### src/rtl/sim_end_ctrl.sv
// End-of-simulation controller: gathers per-source done/error reports, drains,
// runs a cycle watchdog and raises a sticky end flag with a pass/fail/timeout verdict.
module sim_end_ctrl #(
  parameter int unsigned N_SRC          = 4,
  parameter int unsigned DRAIN_CYCLES   = 16,
  parameter int unsigned TIMEOUT_CYCLES = 100000,
  parameter int unsigned CNT_WIDTH      = 32
) (
  input  logic                 Clk_CI,
  input  logic                 Rst_RI,
  input  logic [N_SRC-1:0]     Done_SI,
  input  logic [N_SRC-1:0]     Error_SI,
  input  logic                 Abort_SI,
  output logic                 EndOfSim_SO,
  output logic [1:0]           Status_DO,
  output logic [N_SRC-1:0]     DoneMask_DO,
  output logic [15:0]          ErrCnt_DO,
  output logic [CNT_WIDTH-1:0] CycleCnt_DO
);

  typedef enum logic [1:0] {
    ST_RUN   = 2'd0,
    ST_DRAIN = 2'd1,
    ST_END   = 2'd2
  } state_e;

  localparam int unsigned DRW = (DRAIN_CYCLES > 32'd1) ? $clog2(DRAIN_CYCLES) : 1;
  localparam int unsigned PCW = $clog2(N_SRC + 1);

  localparam logic [1:0] STAT_RUN     = 2'b00;
  localparam logic [1:0] STAT_PASS    = 2'b01;
  localparam logic [1:0] STAT_FAIL    = 2'b10;
  localparam logic [1:0] STAT_TIMEOUT = 2'b11;

  function automatic logic [PCW-1:0] popcount(input logic [N_SRC-1:0] v);
    logic [PCW-1:0] c;
    c = '0;
    for (int i = 0; i < N_SRC; i++) begin
      c = c + PCW'(v[i]);
    end
    return c;
  endfunction

  function automatic logic [15:0] sat_add16(input logic [15:0] a, input logic [PCW-1:0] b);
    logic [16:0] s;
    s = {1'b0, a} + 17'(b);
    if (s[16]) begin
      return 16'hFFFF;
    end else begin
      return s[15:0];
    end
  endfunction

  state_e               state_q, state_d;
  logic [DRW-1:0]       drain_cnt_q, drain_cnt_d;
  logic [CNT_WIDTH-1:0] cycle_cnt_q, cycle_cnt_d;
  logic [N_SRC-1:0]     done_mask_q, done_mask_d;
  logic [15:0]          err_cnt_q, err_cnt_d;
  logic [1:0]           status_q, status_d;
  logic                 eos_q, eos_d;

  logic active_s;
  logic mask_all_s;
  logic timeout_hit_s;

  assign active_s      = (state_q != ST_END);
  assign mask_all_s    = &(done_mask_q | Done_SI);
  assign timeout_hit_s = (TIMEOUT_CYCLES != 32'd0) &&
                         (cycle_cnt_q == CNT_WIDTH'(TIMEOUT_CYCLES - 32'd1));

  // State register
  always_ff @(posedge Clk_CI) begin
    if (Rst_RI) begin
      state_q <= ST_RUN;
    end else begin
      state_q <= state_d;
    end
  end

  // Next-state: abort > watchdog > mask completion > drain expiry
  always_comb begin
    state_d     = state_q;
    drain_cnt_d = drain_cnt_q;
    case (state_q)
      ST_RUN, ST_DRAIN: begin
        if (Abort_SI) begin
          state_d = ST_END;
        end else if (timeout_hit_s) begin
          state_d = ST_END;
        end else if ((state_q == ST_RUN) && mask_all_s) begin
          if (DRAIN_CYCLES == 32'd0) begin
            state_d = ST_END;
          end else begin
            state_d     = ST_DRAIN;
            drain_cnt_d = DRW'(DRAIN_CYCLES - 32'd1);
          end
        end else if (state_q == ST_DRAIN) begin
          if (drain_cnt_q == DRW'(0)) begin
            state_d = ST_END;
          end else begin
            drain_cnt_d = drain_cnt_q - DRW'(1);
          end
        end else begin
          state_d = state_q;
        end
      end
      ST_END: begin
        state_d = ST_END;
      end
      default: begin
        state_d = ST_RUN;
      end
    endcase
  end

  // Verdict is latched on the END entry edge; an error arriving on that edge still fails it
  always_comb begin
    eos_d    = (state_d == ST_END);
    status_d = status_q;
    if (active_s && (state_d == ST_END)) begin
      if (Abort_SI) begin
        status_d = STAT_FAIL;
      end else if (timeout_hit_s) begin
        status_d = STAT_TIMEOUT;
      end else if ((err_cnt_q == 16'd0) && (Error_SI == '0)) begin
        status_d = STAT_PASS;
      end else begin
        status_d = STAT_FAIL;
      end
    end else if (state_d != ST_END) begin
      status_d = STAT_RUN;
    end else begin
      status_d = status_q;
    end
  end

  always_comb begin
    cycle_cnt_d = cycle_cnt_q;
    done_mask_d = done_mask_q;
    err_cnt_d   = err_cnt_q;
    if (active_s) begin
      if (~&cycle_cnt_q) begin
        cycle_cnt_d = cycle_cnt_q + CNT_WIDTH'(1);
      end else begin
        cycle_cnt_d = cycle_cnt_q;
      end
      err_cnt_d = sat_add16(err_cnt_q, popcount(Error_SI));
    end else begin
      cycle_cnt_d = cycle_cnt_q;
      err_cnt_d   = err_cnt_q;
    end
    if (state_q == ST_RUN) begin
      done_mask_d = done_mask_q | Done_SI;
    end else begin
      done_mask_d = done_mask_q;
    end
  end

  // Datapath and registered outputs
  always_ff @(posedge Clk_CI) begin
    if (Rst_RI) begin
      drain_cnt_q <= '0;
      cycle_cnt_q <= '0;
      done_mask_q <= '0;
      err_cnt_q   <= 16'd0;
      status_q    <= STAT_RUN;
      eos_q       <= 1'b0;
    end else begin
      drain_cnt_q <= drain_cnt_d;
      cycle_cnt_q <= cycle_cnt_d;
      done_mask_q <= done_mask_d;
      err_cnt_q   <= err_cnt_d;
      status_q    <= status_d;
      eos_q       <= eos_d;
    end
  end

  assign EndOfSim_SO = eos_q;
  assign Status_DO   = status_q;
  assign DoneMask_DO = done_mask_q;
  assign ErrCnt_DO   = err_cnt_q;
  assign CycleCnt_DO = cycle_cnt_q;

endmodule

### config.mk
export PLATFORM = sky130hd
export DESIGN_NAME = sim_end_ctrl
export DESIGN_NICKNAME = d
export VERILOG_FILES = /design/src/rtl/sim_end_ctrl.sv
export SDC_FILE = /design/constraint.sdc
export NUM_CORES = 1
export LEC_CHECK = 0
export ABC_AREA = 1
export CORE_MARGIN = 4
export CORE_UTILIZATION = 49
export DETAILED_ROUTE_END_ITERATION = 8
export PLACE_DENSITY = 0.78
export SETUP_SLACK_MARGIN = 0.05
export SYNTH_ARGS = -nofsm -noshare
export SYNTH_HDL_FRONTEND = slang
export SYNTH_SLANG_ARGS = --single-unit
### constraint.sdc
create_clock -name Clk_CI -period 2.3 [get_ports Clk_CI]
set_input_delay 0.345 -clock Clk_CI [delete_from_list [all_inputs] [get_ports Clk_CI]]
set_output_delay 0.345 -clock Clk_CI [all_outputs]
set_load 0.1 [all_outputs]
==> results list <==
* Status: finished, final reports clean
- Antenna Cells: 0
- Number of CTS-inserted buffers: 9
- Synth area leader: sky130_fd_sc_hd__dfxtp_1
* Via count of the first global-routing pass: 4,126
- Counting flops with a built-in enable in the synthesized netlist gives 0.
* Dominant cell by count in the synthesized netlist: sky130_fd_sc_hd__nand2_1
* Max Clk Rate: 451 MHz
- Placed standard-cell area: 4560 um^2
- Die Height: 97.0 um
- Fin Clk Skew: 0.0122 ns
* Number of hold violations in the final report: 0
- Weighted congestion at the end of routability-driven global placement: 0.928
- Synthesis handed over a netlist of 635 instances.
- By area the synthesized netlist is led by sky130_fd_sc_hd__dfxtp_1 (31%), sky130_fd_sc_hd__nand2_1 (19%), sky130_fd_sc_hd__nor2_1 (10%).
- Synthesized-area fraction occupied by ao, oa, aoi and oai cells: 8.70%
- Nature of the critical path startpoint: input pin
- Number of vias after detailed routing: 4,275
* Count of buffers from port buffering: 65
* Worst reg-to-reg setup slack: 0.27 ns
- Non-filler instance count after layout: 822
* CTS Hold Buffers Added: 0
- Counting along the longest clock path gives a buffer depth of 2.
- In the routed design, unresolved DRC markers number 0.
- Worst hold path class: reg2reg
* Post-synth design cell area: 3880 um^2
- Summing the sequential cell areas from Yosys gives 31.4% of the chip area.
- The signal on the critical path passes through clkbuf_2 > fa_1 > inv_2 > fa_2 > inv_2 > fa_2 > buf_6 > nand2_4 > nor2_4 > nand3_4 > nor2_4 > o21ai_1 > a21oi_1.
- Clock Sinks: 61
* Power Dens Cells: 512 nW/um^2
- Share of flip-flops with an asynchronous set or reset after synthesis: 0%
- For this run, the leading register cell type out of synthesis is sky130_fd_sc_hd__dfxtp_1.
* Transition time at the pin with the least slew margin: 0.661 ns
- Maximum fanout encountered on the critical timing path: 3
* Portion of total power attributed to combinational logic: 19.8%
- In this design, the stage delay of the slowest critical-path cell is 0.55 ns.
* Post-detailed-routing wire length: 11.2 mm
- TritonCTS built the clock tree.
- The floorplan has 32 rows.
* Switching part of the total power: 33.6%
* Layout Cell Area excl Fill: 4800 um^2
- The number of antenna violations at the first check in global routing was 0.
* Shortest period the worst path allows: 2.22 ns
- Die Outline Area: 9420 um^2
- H-tree Lvls: 3
- Cell at the root of the clock tree: sky130_fd_sc_hd__clkbuf_8
* FF+latch count, synth: 61
* Number of warnings reported in the yosys synthesis log: 0
- The clock network is responsible for 34.3% of the overall power.
* Starting utilization of the core area: 50.3%
- Leak pwr: 2.06 nW
* Largest family of logic cells by synthesized area: simple AND/OR/NAND/NOR gates
* Slowest stage cell on the critical path: sky130_fd_sc_hd__fa_1
- Global routing finished with a remaining overflow of 0.
- For the worst setup path, the data required time is 2.56 ns.
- After routing, the total negative slack on setup checks comes to 0 ns.
* Core footprint: 7730 um^2
* Post-synthesis xor/xnor area fraction: 4.06%
- Worst setup timing slack at the placement stage: -0.563 ns
- Starting DRT DRC Count: 233
- The critical path contains buffers and inverters numbering 4 combined.
- Fraction of layout cells with a size suffix above 1: 18.3%
- Initial DRT Pass Iterations: 5
* Total Routing Usage GR: 23.8%
- Nets in the synthesized netlist: 653
- Routed via count divided by cell count: 5.20
* Count of unique library cells instantiated by Yosys: 32
* P_int: 1.63 mW
- Setup repair after global routing could not meet its margin everywhere.
* Worst vdd ir: 0.337 mV
- Endpoints failing setup: 0
- Of the total power, registers draw 45.9%.
* Synthesis-to-finish area growth: 23.6%
- Clock slew seen by the registers of the worst setup and hold paths: 0.07 ns
- After Yosys synthesis, full adders, half adders and majority gates account for 2.83% of the synthesized area.
* Final Slew Violations: 0
- Max-capacitance violation count: 0
- The commonest cells after synthesis are sky130_fd_sc_hd__nand2_1 (195), sky130_fd_sc_hd__nor2_1 (106), sky130_fd_sc_hd__inv_1 (69).
- Pin placement for this block handled 66 I/O pins.
* Antenna-violating nets left: 0
- Floorplan die width: 97.0 um
- Min setup slack post-route: 0.0849 ns
* Clock insertion delay at the later pin of the skew report: 0.34 ns
* Max-slew headroom: 55.6%
- The first global-routing pass estimated 18.7 mm of wire.
* Tcrit/Tclk final: 96.3%
- Data on the critical path arrives at its endpoint at 2.47 ns.
- Counting tap cells, the placed design contains a total of 802 instances.
- After legalization and detailed placement, the total HPWL measured 8.31 mm.
* Share of the synthesized area in the top cell type: 31.4%
- Crit Path Category: in2reg
- Post-synthesis simple-gate area fraction: 43.1%
- Dividing the detail-routed wire length by the instance count gives 13.6 um.
- The final layout contains 734 nets.
* Pin count of the biggest net entering global routing: 45
- Crit path capture type: flop
- Fraction of synthesized area in multiplexers: 0%
- The analysis attributes to net switching a power of 0.826 mW.
* Post-synthesis average cell area: 6.12 um^2
- Cell type group with the largest total delay on the critical path: adder cells
## worst min-delay path: stages (launching register included)
cell                      delay (ns)
sky130_fd_sc_hd__dfxtp_1        0.31
sky130_fd_sc_hd__nand2_1        0.06
sky130_fd_sc_hd__a21oi_1        0.06
## cells by family (layout without fill, tap and decap cells)
kind of cell	after synthesis	after routing
AOI/OAI and AO/OA	66	66
xor gates and xnor gates	18	18
adders and majority gates	7	7
buffers and inverters	90	175
DFF	61	61
and+or+nand+nor	393	393
## layout make-up
type	instances	area [um^2]
fillers	739	2930
inverters	74	278
multi-input cells	484	2330
repair buffers	86	668
clock buffers	11	141
clock inverters	4	25.0
flip-flops and latches	61	1230
well taps	102	128
## layout by cell type, fill, tap and decap left out, types with 3 or more instances in the layout
cell / netlist / routed
sky130_fd_sc_hd__nand4_1: 9 / 9
sky130_fd_sc_hd__nor2_2: 8 / 6
sky130_fd_sc_hd__xor2_1: 17 / 17
sky130_fd_sc_hd__nand3b_1: 3 / 3
sky130_fd_sc_hd__a21oi_1: 45 / 44
sky130_fd_sc_hd__o21ai_0: 9 / 9
sky130_fd_sc_hd__inv_1: 69 / 66
sky130_fd_sc_hd__nand3_2: 2 / 3
sky130_fd_sc_hd__nand2_1: 195 / 195
sky130_fd_sc_hd__dfxtp_1: 61 / 55
sky130_fd_sc_hd__nand3_1: 42 / 40
sky130_fd_sc_hd__ha_1: 4 / 4
sky130_fd_sc_hd__o21ai_1: 9 / 9
sky130_fd_sc_hd__nor2_4: 2 / 4
sky130_fd_sc_hd__nor3_1: 17 / 16
sky130_fd_sc_hd__inv_2: 5 / 8
sky130_fd_sc_hd__buf_4: 1 / 72
sky130_fd_sc_hd__clkbuf_8: 0 / 10
sky130_fd_sc_hd__dfxtp_2: 0 / 6
sky130_fd_sc_hd__nor2_1: 106 / 106
sky130_fd_sc_hd__clkdlybuf4s50_1: 0 / 7
sky130_fd_sc_hd__clkbuf_2: 0 / 3
## power groups by stage
| stage | combinational (mW) | clock [mW] | sequential (mW) |
|---|---|---|---|
| detailed placement | 0.472 | 0 | 1.15 |
| finish | 0.485 | 0.843 | 1.13 |
| CTS | 0.484 | 0.863 | 1.13 |
| global placement | 0.463 | 0 | 1.15 |
| floorplan | 0.186 | 0 | 1.33 |
| global route | 0.522 | 0.909 | 1.13 |
## flip-flops by register name, summed over array words and instances (netlist names)
signal       count
DoneMask_DO      4
Status_DO        2
ErrCnt_DO       16
drain_cnt_q      4
state_q          2
EndOfSim_SO      1
CycleCnt_DO     32
## path summary, 6_finish.rpt
| path | cells past startpoint | start | end |
|---|---|---|---|
| worst max-delay path | 13 | Error_SI[3] | ErrCnt_DO[12] |
| worst min-delay path | 2 | Status_DO[1] | Status_DO[1] |
| worst max register to register | 10 | CycleCnt_DO[0] | CycleCnt_DO[6] |
| worst min register to register | 2 | Status_DO[1] | Status_DO[1] |
## stage by stage
| step | hold slack, ns | power [mW] | util [%] |
|---|---|---|---|
| finish | 0.476 | 2.46 | 62.1 |
| global route | 0.510 | 2.56 | 62.1 |
| CTS | 0.477 | 2.47 | 61.7 |
| detailed placement | 0.462 | 1.62 | 59.0 |
| global placement | 0.472 | 1.61 | 59.0 |
| floorplan | 0.455 | 1.52 | - |
## what timing repair did
| item | CTS | global route |
|---|---|---|
| endpoints found under the hold margin | 0 | 0 |
| resized for setup | 11 | 12 |
| gates cloned | 1 | 0 |
| buffers inserted | 2 | 2 |
| setup endpoints to repair | 16 | 23 |
| pin swaps | 6 | 8 |
## per-layer routing
| metal | wire [um] | track usage [%] | vias up |
|---|---|---|---|
| met5 | 0 | 0 | - |
| met4 | 299 | 8.86 | 0 |
| met3 | 751 | 5.55 | 32 |
| met2 | 5490 | 40.7 | 154 |
| met1 | 4660 | 28.9 | 1934 |
| li1 | - | - | 2155 |
Note: power is estimated with default switching activity, not from simulation.
